**config.mk**
```make
export PLATFORM = sky130hd
export DESIGN_NAME = divide_operand_joiner_64
export DESIGN_NICKNAME = d
export VERILOG_FILES = /design/src/rtl/divide_joiner_pkg.sv /design/src/rtl/divide_operand_fifo.sv /design/src/rtl/divide_operand_joiner_64.sv
export SDC_FILE = /design/constraint.sdc
export NUM_CORES = 1
export LEC_CHECK = 0
export ABC_AREA = 1
export CORE_UTILIZATION = 45
export DETAILED_ROUTE_END_ITERATION = 6
export DONT_BUFFER_PORTS = 1
export SYNTH_ARGS = -nofsm -noshare
export SYNTH_HDL_FRONTEND = slang
export SYNTH_SLANG_ARGS = --single-unit
export TNS_END_PERCENT = 10
```
**constraint.sdc**
```tcl
create_clock -name aclk -period 8.1 [get_ports aclk]
set_input_delay 1.215 -clock aclk [delete_from_list [all_inputs] [get_ports aclk]]
set_output_delay 1.215 -clock aclk [all_outputs]
set_load 0.01 [all_outputs]
```
**src/rtl/divide_joiner_pkg.sv**
```systemverilog
// Shared constants and helpers for the divider operand joiner.
// No logic; widths and constants only.
package divide_joiner_pkg;

  localparam int DEFAULT_DATA_W = 64;
  localparam int CNT_W          = 8;
  localparam int ONE_DIVISOR    = 1;

  function automatic int clog2(input int value);
    int r;
    r = 0;
    for (int i = 0; i < 31; i++) begin
      if ((1 << i) < value) r = i + 1;
    end
    return r;
  endfunction

endpackage

```
**src/rtl/divide_operand_fifo.sv**
```systemverilog
// Synchronous operand FIFO; head visible combinationally, 1-cycle push-to-head latency.
// Backpressure: full blocks push even when popping the same cycle; pop on empty is ignored.
module divide_operand_fifo
  import divide_joiner_pkg::*;
#(
  parameter int DATA_W     = DEFAULT_DATA_W,
  parameter int FIFO_DEPTH = 8
) (
  input  logic              aclk,
  input  logic              aresetn,
  input  logic              push,
  input  logic [DATA_W-1:0] push_dat,
  input  logic              pop,
  output logic              full,
  output logic              empty,
  output logic [DATA_W-1:0] head_dat
);

  localparam int AW = clog2(FIFO_DEPTH);

  logic [AW:0]       wr_ptr;
  logic [AW:0]       rd_ptr;
  logic [DATA_W-1:0] mem [FIFO_DEPTH];
  logic              do_push;
  logic              do_pop;

  // Extra MSB on each pointer distinguishes full from empty when the index bits match.
  assign empty    = (wr_ptr == rd_ptr);
  assign full     = (wr_ptr[AW] != rd_ptr[AW]) && (wr_ptr[AW-1:0] == rd_ptr[AW-1:0]);
  assign head_dat = mem[rd_ptr[AW-1:0]];
  assign do_push  = push && !full;
  assign do_pop   = pop && !empty;

  always_ff @(posedge aclk or negedge aresetn) begin
    if (!aresetn) begin
      wr_ptr <= '0;
      rd_ptr <= '0;
    end else begin
      if (do_push) wr_ptr <= wr_ptr + (AW+1)'(1);
      if (do_pop)  rd_ptr <= rd_ptr + (AW+1)'(1);
    end
  end

  always_ff @(posedge aclk) begin
    if (do_push) mem[wr_ptr[AW-1:0]] <= push_dat;
  end

endmodule

```
**src/rtl/divide_operand_joiner_64.sv**
```systemverilog
// Pairs dividend/divisor streams and issues them together to the divider; 1-cycle issue latency.
// Backpressure: tready = !full per operand FIFO; divider side has none, credit counter caps in-flight pairs.
module divide_operand_joiner_64
  import divide_joiner_pkg::*;
#(
  parameter int DATA_W       = DEFAULT_DATA_W,
  parameter int FIFO_DEPTH   = 8,
  parameter int MAX_INFLIGHT = 16
) (
  input  logic              aclk,
  input  logic              aresetn,
  input  logic              s_axis_a_tvalid,
  output logic              s_axis_a_tready,
  input  logic [DATA_W-1:0] s_axis_a_tdata,
  input  logic              s_axis_b_tvalid,
  output logic              s_axis_b_tready,
  input  logic [DATA_W-1:0] s_axis_b_tdata,
  output logic              m_axis_a_tvalid,
  output logic [DATA_W-1:0] m_axis_a_tdata,
  output logic              m_axis_b_tvalid,
  output logic [DATA_W-1:0] m_axis_b_tdata,
  output logic              m_div_by_zero,
  input  logic              result_tvalid,
  output logic [7:0]        inflight,
  output logic              credit_err
);

  logic              ready_en;
  logic              a_full;
  logic              a_empty;
  logic              b_full;
  logic              b_empty;
  logic [DATA_W-1:0] a_head;
  logic [DATA_W-1:0] b_head;
  logic              a_push;
  logic              b_push;
  logic              credit_ok;
  logic              issue;
  logic              b_zero;

  // Ready stays low while in reset and rises on the first edge after release.
  always_ff @(posedge aclk or negedge aresetn) begin
    if (!aresetn) ready_en <= 1'b0;
    else          ready_en <= 1'b1;
  end

  assign s_axis_a_tready = ready_en && !a_full;
  assign s_axis_b_tready = ready_en && !b_full;
  assign a_push          = s_axis_a_tvalid && s_axis_a_tready;
  assign b_push          = s_axis_b_tvalid && s_axis_b_tready;

  // A same-cycle returning result frees the slot this issue consumes.
  assign credit_ok = (inflight < CNT_W'(MAX_INFLIGHT)) || result_tvalid;
  assign issue     = !a_empty && !b_empty && credit_ok;
  assign b_zero    = (b_head == '0);

  divide_operand_fifo #(
    .DATA_W     (DATA_W),
    .FIFO_DEPTH (FIFO_DEPTH)
  ) u_a_fifo (
    .aclk     (aclk),
    .aresetn  (aresetn),
    .push     (a_push),
    .push_dat (s_axis_a_tdata),
    .pop      (issue),
    .full     (a_full),
    .empty    (a_empty),
    .head_dat (a_head)
  );

  divide_operand_fifo #(
    .DATA_W     (DATA_W),
    .FIFO_DEPTH (FIFO_DEPTH)
  ) u_b_fifo (
    .aclk     (aclk),
    .aresetn  (aresetn),
    .push     (b_push),
    .push_dat (s_axis_b_tdata),
    .pop      (issue),
    .full     (b_full),
    .empty    (b_empty),
    .head_dat (b_head)
  );

  // Data registers hold the last issued pair between strobes.
  always_ff @(posedge aclk or negedge aresetn) begin
    if (!aresetn) begin
      m_axis_a_tvalid <= 1'b0;
      m_axis_b_tvalid <= 1'b0;
      m_axis_a_tdata  <= '0;
      m_axis_b_tdata  <= '0;
      m_div_by_zero   <= 1'b0;
    end else begin
      m_axis_a_tvalid <= issue;
      m_axis_b_tvalid <= issue;
      m_div_by_zero   <= issue && b_zero;
      if (issue) begin
        m_axis_a_tdata <= a_head;
        m_axis_b_tdata <= b_zero ? DATA_W'(ONE_DIVISOR) : b_head;
      end
    end
  end

  always_ff @(posedge aclk or negedge aresetn) begin
    if (!aresetn) begin
      inflight   <= '0;
      credit_err <= 1'b0;
    end else begin
      case ({issue, result_tvalid})
        2'b10: inflight <= inflight + CNT_W'(1);
        2'b01: begin
          if (inflight == '0) credit_err <= 1'b1;
          else                inflight   <= inflight - CNT_W'(1);
        end
        default: ;
      endcase
    end
  end

endmodule

```
==> results.json, run 1 <==
{
  "status": "completed",
  "grt_max_degree": 157,
  "ys_seq_elements": 1180,
  "multiInputGateArea_sq_um": 10400,
  "cts_max_path_buffers": 3,
  "swShare": 0.358,
  "io_buffers": 0,
  "cp.arrival_ns": 4.94,
  "path_clk_slew_ns": 0.06,
  "power_switching_mw": 6.82,
  "gp_congestion": 0.781,
  "cts_sinks": 1180,
  "criticalPathCategory": "flop to flop",
  "pwr-share-seq": 0.435,
  "routed_wl_mm": 111,
  "ys_seq_area_frac": 0.736,
  "core_region_area_sq_um": 104000,
  "die_y_um": 325,
  "finClkSkew_ns": 0.0243,
  "yosys-top-cells-count": "edfxtp_1 (1024), nand2_1 (980), inv_1 (307), nand3_1 (269), o21ai_0 (267)",
  "grt_usage": 0.208,
  "yosys.area.top_type": "edfxtp_1",
  "maxSlewHeadroom": 0.186,
  "critPathCaptureType": "flop",
  "final_cells": 5219,
  "crit_buf_inv": 4,
  "p_total_mw": 19.0,
  "design_area_sq_um": 52100,
  "grt_overflow": 0,
  "hpwl_mm": 60.6,
  "worstMarginPinSlew_ns": 1.22,
  "setup_violations": 0,
  "slew_violations": 0,
  "ys_warn_count": 0,
  "fill_cells": 8885,
  "synthFlopType": "edfxtp_1",
  "worst_path_largest_cell_delay_ns": 0.93,
  "timing.final.crit_share": 0.569,
  "power_density_nw_per_um2": 365,
  "drtAntennaViolNets": 0,
  "synth-edff-count": 1024,
  "cts_tree": "done",
  "crit_fanout": 61,
  "io_pins": 275,
  "die_w_um": 325,
  "setup.worst_path.start_class": "flop",
  "die_area_sq_um": 106000,
  "post-route-min-period_ns": 4.61,
  "grt_pass1_vias": 26300,
  "synth.area.top_cells": "edfxtp_1 (65%), dfrtp_1 (8.3%), nand2_1 (7.8%)",
  "postCtsSetupBuffers": 0,
  "routedWlPerCell_um": 21.2,
  "worst_ep_required_time_ns": 8.43,
  "cts-root-buf": "clkbuf_16",
  "ir_drop_uv": 234,
  "avgViaCountPerCell": 5.24,
  "register_area_sq_um": 34700,
  "yosysUniqueCellTypes": 30,
  "drc_errors": 0,
  "max_freq_ghz": 0.217,
  "drive_gt1_frac": 0.0636,
  "drt_iter0_drc": 2175,
  "p_leak_nw": 19.8,
  "synth_top_area_share": 0.653,
  "fin_util": 0.503,
  "pwr-share-clk": 0.287,
  "hold_viol": 0,
  "synth.most_common_cell": "edfxtp_1",
  "synth-async-reset-ratio": 0.132,
  "diodes": 0,
  "cts-htree-levels": 3,
  "path_delay_family": "simple AND/OR/NAND/NOR gates",
  "numCtsBuffers": 118,
  "rsz0062_at_grt": "no",
  "syn_inst": 3791,
  "syn-num-nets": 3935,
  "initial_core_util": 0.454,
  "area_growth_pct": 10.8,
  "grt_pass1_wl_mm": 167,
  "synth_area_sq_um": 47100,
  "internal_power_mw": 12.2,
  "timing.critical_path.mode_cell": "nand2_1",
  "drv_cap": 0,
  "num_vias": 27300,
  "holdCritPathClass": "primary input to asynchronous set/reset pin",
  "synth.avg_cell_area_sq_um": 12.4,
  "rows": 118,
  "antenna_found_initial": 1,
  "clk_latency_ns": 0.71,
  "tns_ns": 0,
  "share_comb_of_total_power": 0.278,
  "post_dp_cell_area_sq_um": 48200,
  "cts_hold_buf": 0,
  "dr.pass1.iters": 5,
  "critPathSlowestCell": "nor2_4",
  "placed_cells": 4994,
  "cts_resized": 0,
  "path_cells": "inv_4 > nand2_1 > nand4_1 > nor2_1 > nand2_1 > nand2_1 > inv_1 > nand2_1 > inv_1 > nand2_1 > nor2_4 > buf_4",
  "final_nets": 3878
}
placed cells by master (no fill, tap or decap), types with 10 or more instances in the layout:
master and n:
a21oi_1 14, buf_4 37, bufinv_16 11, clkbuf_1 38, clkbuf_16 119, clkbuf_8 14, clkinv_1 15, clkinv_2 16
dfrtp_1 150, edfxtp_1 1024, ha_1 10, inv_1 305, mux2i_1 128, nand2_1 980, nand3_1 269, nor2_1 213
nor2_4 16, o21ai_0 267, o21ai_1 24, o221ai_1 128, xor2_1 15
layer usage:
layer	track usage	wire, um	part of all wire	vias to the layer above
li1	-	-	-	13100
met3	0.0454	7450	0.067	152
met4	0.0633	2680	0.024	0
met2	0.331	52200	0.47	691
met1	0.286	48400	0.44	13400
met5	0	0	0	-
power by group through the flow:
stage                     Clock, mW  Sequential, mW  Combinational [mW]
after global routing           5.80            8.36                5.96
after CTS                      5.58            8.29                5.39
after detailed placement          0            8.41                5.37
final                          5.47            8.27                5.29
after global placement            0            8.39                5.30
after floorplan                   0            8.05                3.97
metrics by stage:
step	hold slack, ns	worst slack, ns
3_3_place_gp	0.471	3.39
5_1_grt	0.171	3.15
6_report	0.213	3.49
3_5_place_dp	0.478	3.38
2_1_floorplan	0.460	3.40
4_1_cts	0.155	3.39
cells by family (layout without fill, tap and decap cells):
logic type,count (synthesis),count (layout),synth area share
fa+ha+maj,11,11,0.00308
other cells,1,1,0.0000797
buf+inv,527,575,0.0465
simple gates,1487,1487,0.126
mux,128,128,0.0272
xor+xnor,20,20,0.00372
flops,1180,1180,0.736
compound gates,437,437,0.0570
worst paths after layout:
path,start,cells after the start,end,slack [ns]
min in group aclk,u_a_fifo.rd_ptr[3]$_DFFE_PN0P_,1,u_a_fifo.rd_ptr[3]$_DFFE_PN0P_,0.48
worst max register to register,u_a_fifo.rd_ptr[0]$_DFFE_PN0P_,12,u_a_fifo.mem[2][7]$_DFFE_PP_,3.49
max in group asynchronous,aresetn,0,m_axis_b_tdata[5]$_DFFE_PN0P_,7.47
worst min-delay path,aresetn,0,m_axis_a_tdata[11]$_DFFE_PN0P_,0.21
worst max-delay path,u_a_fifo.rd_ptr[0]$_DFFE_PN0P_,12,u_a_fifo.mem[2][7]$_DFFE_PP_,3.49
worst min register to register,u_a_fifo.rd_ptr[3]$_DFFE_PN0P_,1,u_a_fifo.rd_ptr[3]$_DFFE_PN0P_,0.48
registers in the layout, summed over array words and instances (netlist names):
register / cells
ready_en: 1
m_axis_a_tdata: 64
u_a_fifo.wr_ptr: 4
u_b_fifo.mem: 512
m_axis_b_tdata: 64
m_axis_b_tvalid: 1
m_div_by_zero: 1
u_b_fifo.wr_ptr: 4
u_a_fifo.rd_ptr: 4
inflight: 8
u_b_fifo.rd_ptr: 4
u_a_fifo.mem: 512
credit_err: 1
final cells by class:
cell class / instances / area share
Timing Repair Buffer: 37 / 0.00533
Tap cell: 1380 / 0.0331
Multi-Input combinational cell: 2084 / 0.199
Clock inverter: 54 / 0.0115
Inverter: 313 / 0.0228
Sequential cell: 1180 / 0.665
Clock buffer: 171 / 0.0636
(Power assumes the default switching activity.)
==> run 2: changes to the inputs <==
==> constraint.sdc (replaced) <==
create_clock -name aclk -period 4.6 [get_ports aclk]
set_input_delay 0.69 -clock aclk [delete_from_list [all_inputs] [get_ports aclk]]
set_output_delay 0.69 -clock aclk [all_outputs]
set_load 0.01 [all_outputs]
==> results.json, run 2 (synthesis gave the netlist of run 1 again) <==
{
  "core_region_area_sq_um": 104000,
  "whs_path_depth": 0,
  "path_clk_slew_ns": 0.06,
  "status": "completed",
  "numCtsBuffers": 119,
  "mostFrequentLayoutCells": "edfxtp_1 (1024), nand2_1 (980), inv_1 (305), nand3_1 (269), o21ai_0 (267)",
  "p_leak_nw": 20.0,
  "min_to": "u_a_fifo.mem[0][59]$_DFFE_PP_",
  "routedWlPerCell_um": 21.3,
  "cp.arrival_ns": 4.20,
  "share_comb_of_total_power": 0.289,
  "avgViaCountPerCell": 5.31,
  "worstMarginPinSlew_ns": 1.10,
  "hold_viol": 0,
  "grt_max_degree": 190,
  "cts-htree-levels": 3,
  "path_delay_family": "simple AND/OR/NAND/NOR gates",
  "worst_r2r_path_depth": 14,
  "tns_ns": 0,
  "critPathCaptureType": "flop",
  "cts_hold_buf": 2,
  "cts_tree": "done",
  "rsz0062_at_grt": "no",
  "pwr-share-seq": 0.425,
  "final_nets": 3902,
  "cts_resized": 0,
  "timing.final.crit_share": 0.773,
  "cts-root-buf": "clkbuf_16",
  "drtAntennaViolNets": 0,
  "setup_violations": 0,
  "fin_util": 0.507,
  "pwr-share-clk": 0.287,
  "ir_drop_uv": 427,
  "p_total_mw": 33.8,
  "rows": 118,
  "swShare": 0.360,
  "io_buffers": 0,
  "grt_pass1_wl_mm": 168,
  "drv_cap": 0,
  "cts_max_path_buffers": 3,
  "routed_wl_mm": 111,
  "die_w_um": 325,
  "initial_core_util": 0.454,
  "drive_gt1_frac": 0.0709,
  "drt_iter0_drc": 2428,
  "maxSlewHeadroom": 0.265,
  "holdCritPathClass": "primary input to flop",
  "gp_congestion": 0.789,
  "layout_commonest_cell": "edfxtp_1",
  "die_area_sq_um": 106000,
  "drc_errors": 0,
  "worst_ep_required_time_ns": 5.24,
  "r2r-end": "m_axis_b_tdata[0]$_DFFE_PN0P_",
  "crit_buf_inv": 2,
  "power_density_nw_per_um2": 642,
  "antenna_found_initial": 7,
  "max_freq_ghz": 0.281,
  "finClkSkew_ns": 0.0289,
  "criticalPathCategory": "flop to flop",
  "r2r_slack_ns": 1.05,
  "grt_overflow": 0,
  "slew_violations": 0,
  "internal_power_mw": 21.6,
  "die_y_um": 325,
  "critPathSlowestCell": "buf_12",
  "fill_cells": 8926,
  "worst_path_largest_cell_delay_ns": 0.68,
  "hpwl_mm": 61.9,
  "crit_fanout": 189,
  "post-route-min-period_ns": 3.55,
  "worstHoldStart": "s_axis_a_tdata[59]",
  "clk_latency_ns": 0.71,
  "grt_pass1_vias": 26800,
  "dr.pass1.iters": 6,
  "io_pins": 275,
  "rr_startpoint": "u_b_fifo.rd_ptr[0]$_DFFE_PN0P_",
  "area_growth_pct": 11.7,
  "power_switching_mw": 12.1,
  "cts_sinks": 1180,
  "path_cells": "buf_4 > buf_12 > nand2_1 > nand3_1 > nand3_1 > nand2_1 > nand2_1 > nor2_1 > nand2_1 > nor2_1 > nand2_1 > nor2_1 > nor2_1 > nor2_1",
  "num_vias": 27800,
  "setup.worst_path.start_class": "flop",
  "postCtsSetupBuffers": 0,
  "grt_usage": 0.209
}
[run 2: cell count changes in the layout (fill, tap and decap cells not counted), sizes merged, moves of 2 or more]
cell and delta:
clkbuf -18, clkinv +19, buf +22, clkinvlp +2
inv -2
[run 2: per-layer routing]
metal / global-route usage / up-vias / share of wire
met1: 0.276 / 13800 / 0.42
met4: 0.0731 / 2 / 0.027
li1: - / 13100 / -
met2: 0.333 / 758 / 0.47
met5: 0 / - / 0.000099
met3: 0.0540 / 169 / 0.076
[run 2: how the worst max path moves through the flow]
| stage | depth (start not counted) | endpoint | start | slack (ns) |
|---|---|---|---|---|
| after global placement | 19 | inflight[7]$_DFFE_PN0P_ | u_a_fifo.rd_ptr[0]$_DFFE_PN0P_ | 1.02 |
| after detailed placement | 14 | m_axis_b_tdata[0]$_DFFE_PN0P_ | u_b_fifo.rd_ptr[0]$_DFFE_PN0P_ | 1.04 |
| after global routing | 19 | inflight[7]$_DFFE_PN0P_ | u_a_fifo.rd_ptr[0]$_DFFE_PN0P_ | 0.74 |
| after floorplan | 12 | u_a_fifo.mem[7][0]$_DFFE_PP_ | u_a_fifo.rd_ptr[1]$_DFFE_PN0P_ | 0.12 |
| final | 14 | m_axis_b_tdata[0]$_DFFE_PN0P_ | u_b_fifo.rd_ptr[0]$_DFFE_PN0P_ | 1.05 |
| after CTS | 19 | inflight[7]$_DFFE_PN0P_ | u_a_fifo.rd_ptr[0]$_DFFE_PN0P_ | 1.06 |
[run 2: worst register-to-register path, cell delays in order (launching register included)]
cell and delay, ns:
dfrtp_4 0.45, buf_4 0.64, buf_12 0.69, nand2_1 0.33, nand3_1 0.12, nand3_1 0.09, nand2_1 0.29, nand2_1 0.20
nor2_1 0.14, nand2_1 0.06, nor2_1 0.10, nand2_1 0.14, nor2_1 0.13, nor2_1 0.05, nor2_1 0.09
[run 2: area by class of cell]
class / count / area (sq um) / area share
flip-flops and latches: 1180 / 34700 / 0.660
diodes: 1 / 2.50 / 0.0000476
well taps: 1380 / 1730 / 0.0329
clock buffers: 153 / 3240 / 0.0616
repair buffers: 60 / 661 / 0.0126
inverters: 313 / 1190 / 0.0226
multi-input cells: 2084 / 10400 / 0.197
clock inverters: 74 / 716 / 0.0136
[run 2: power by group through the flow]
stage	sequential, mW	clock (mW)	combinational [mW]
global placement	14.5	0	9.72
floorplan	14.2	0	7.00
detailed placement	14.6	0	9.83
CTS	14.4	9.87	9.90
finish	14.3	9.68	9.75
global route	14.5	10.3	10.9
[run 2: per-stage QoR]
step                      area, sq um  worst slack, ns  hold WS [ns]  std cells
after global routing            52600            0.735        0.0351       5245
final                           52600             1.05        0.0742       5245
after floorplan                 47100            0.122         0.394       3791
after CTS                       52600             1.06        0.0119       5244
after detailed placement        48600             1.04         0.400       5015
after global placement          48600             1.02         0.398       5015
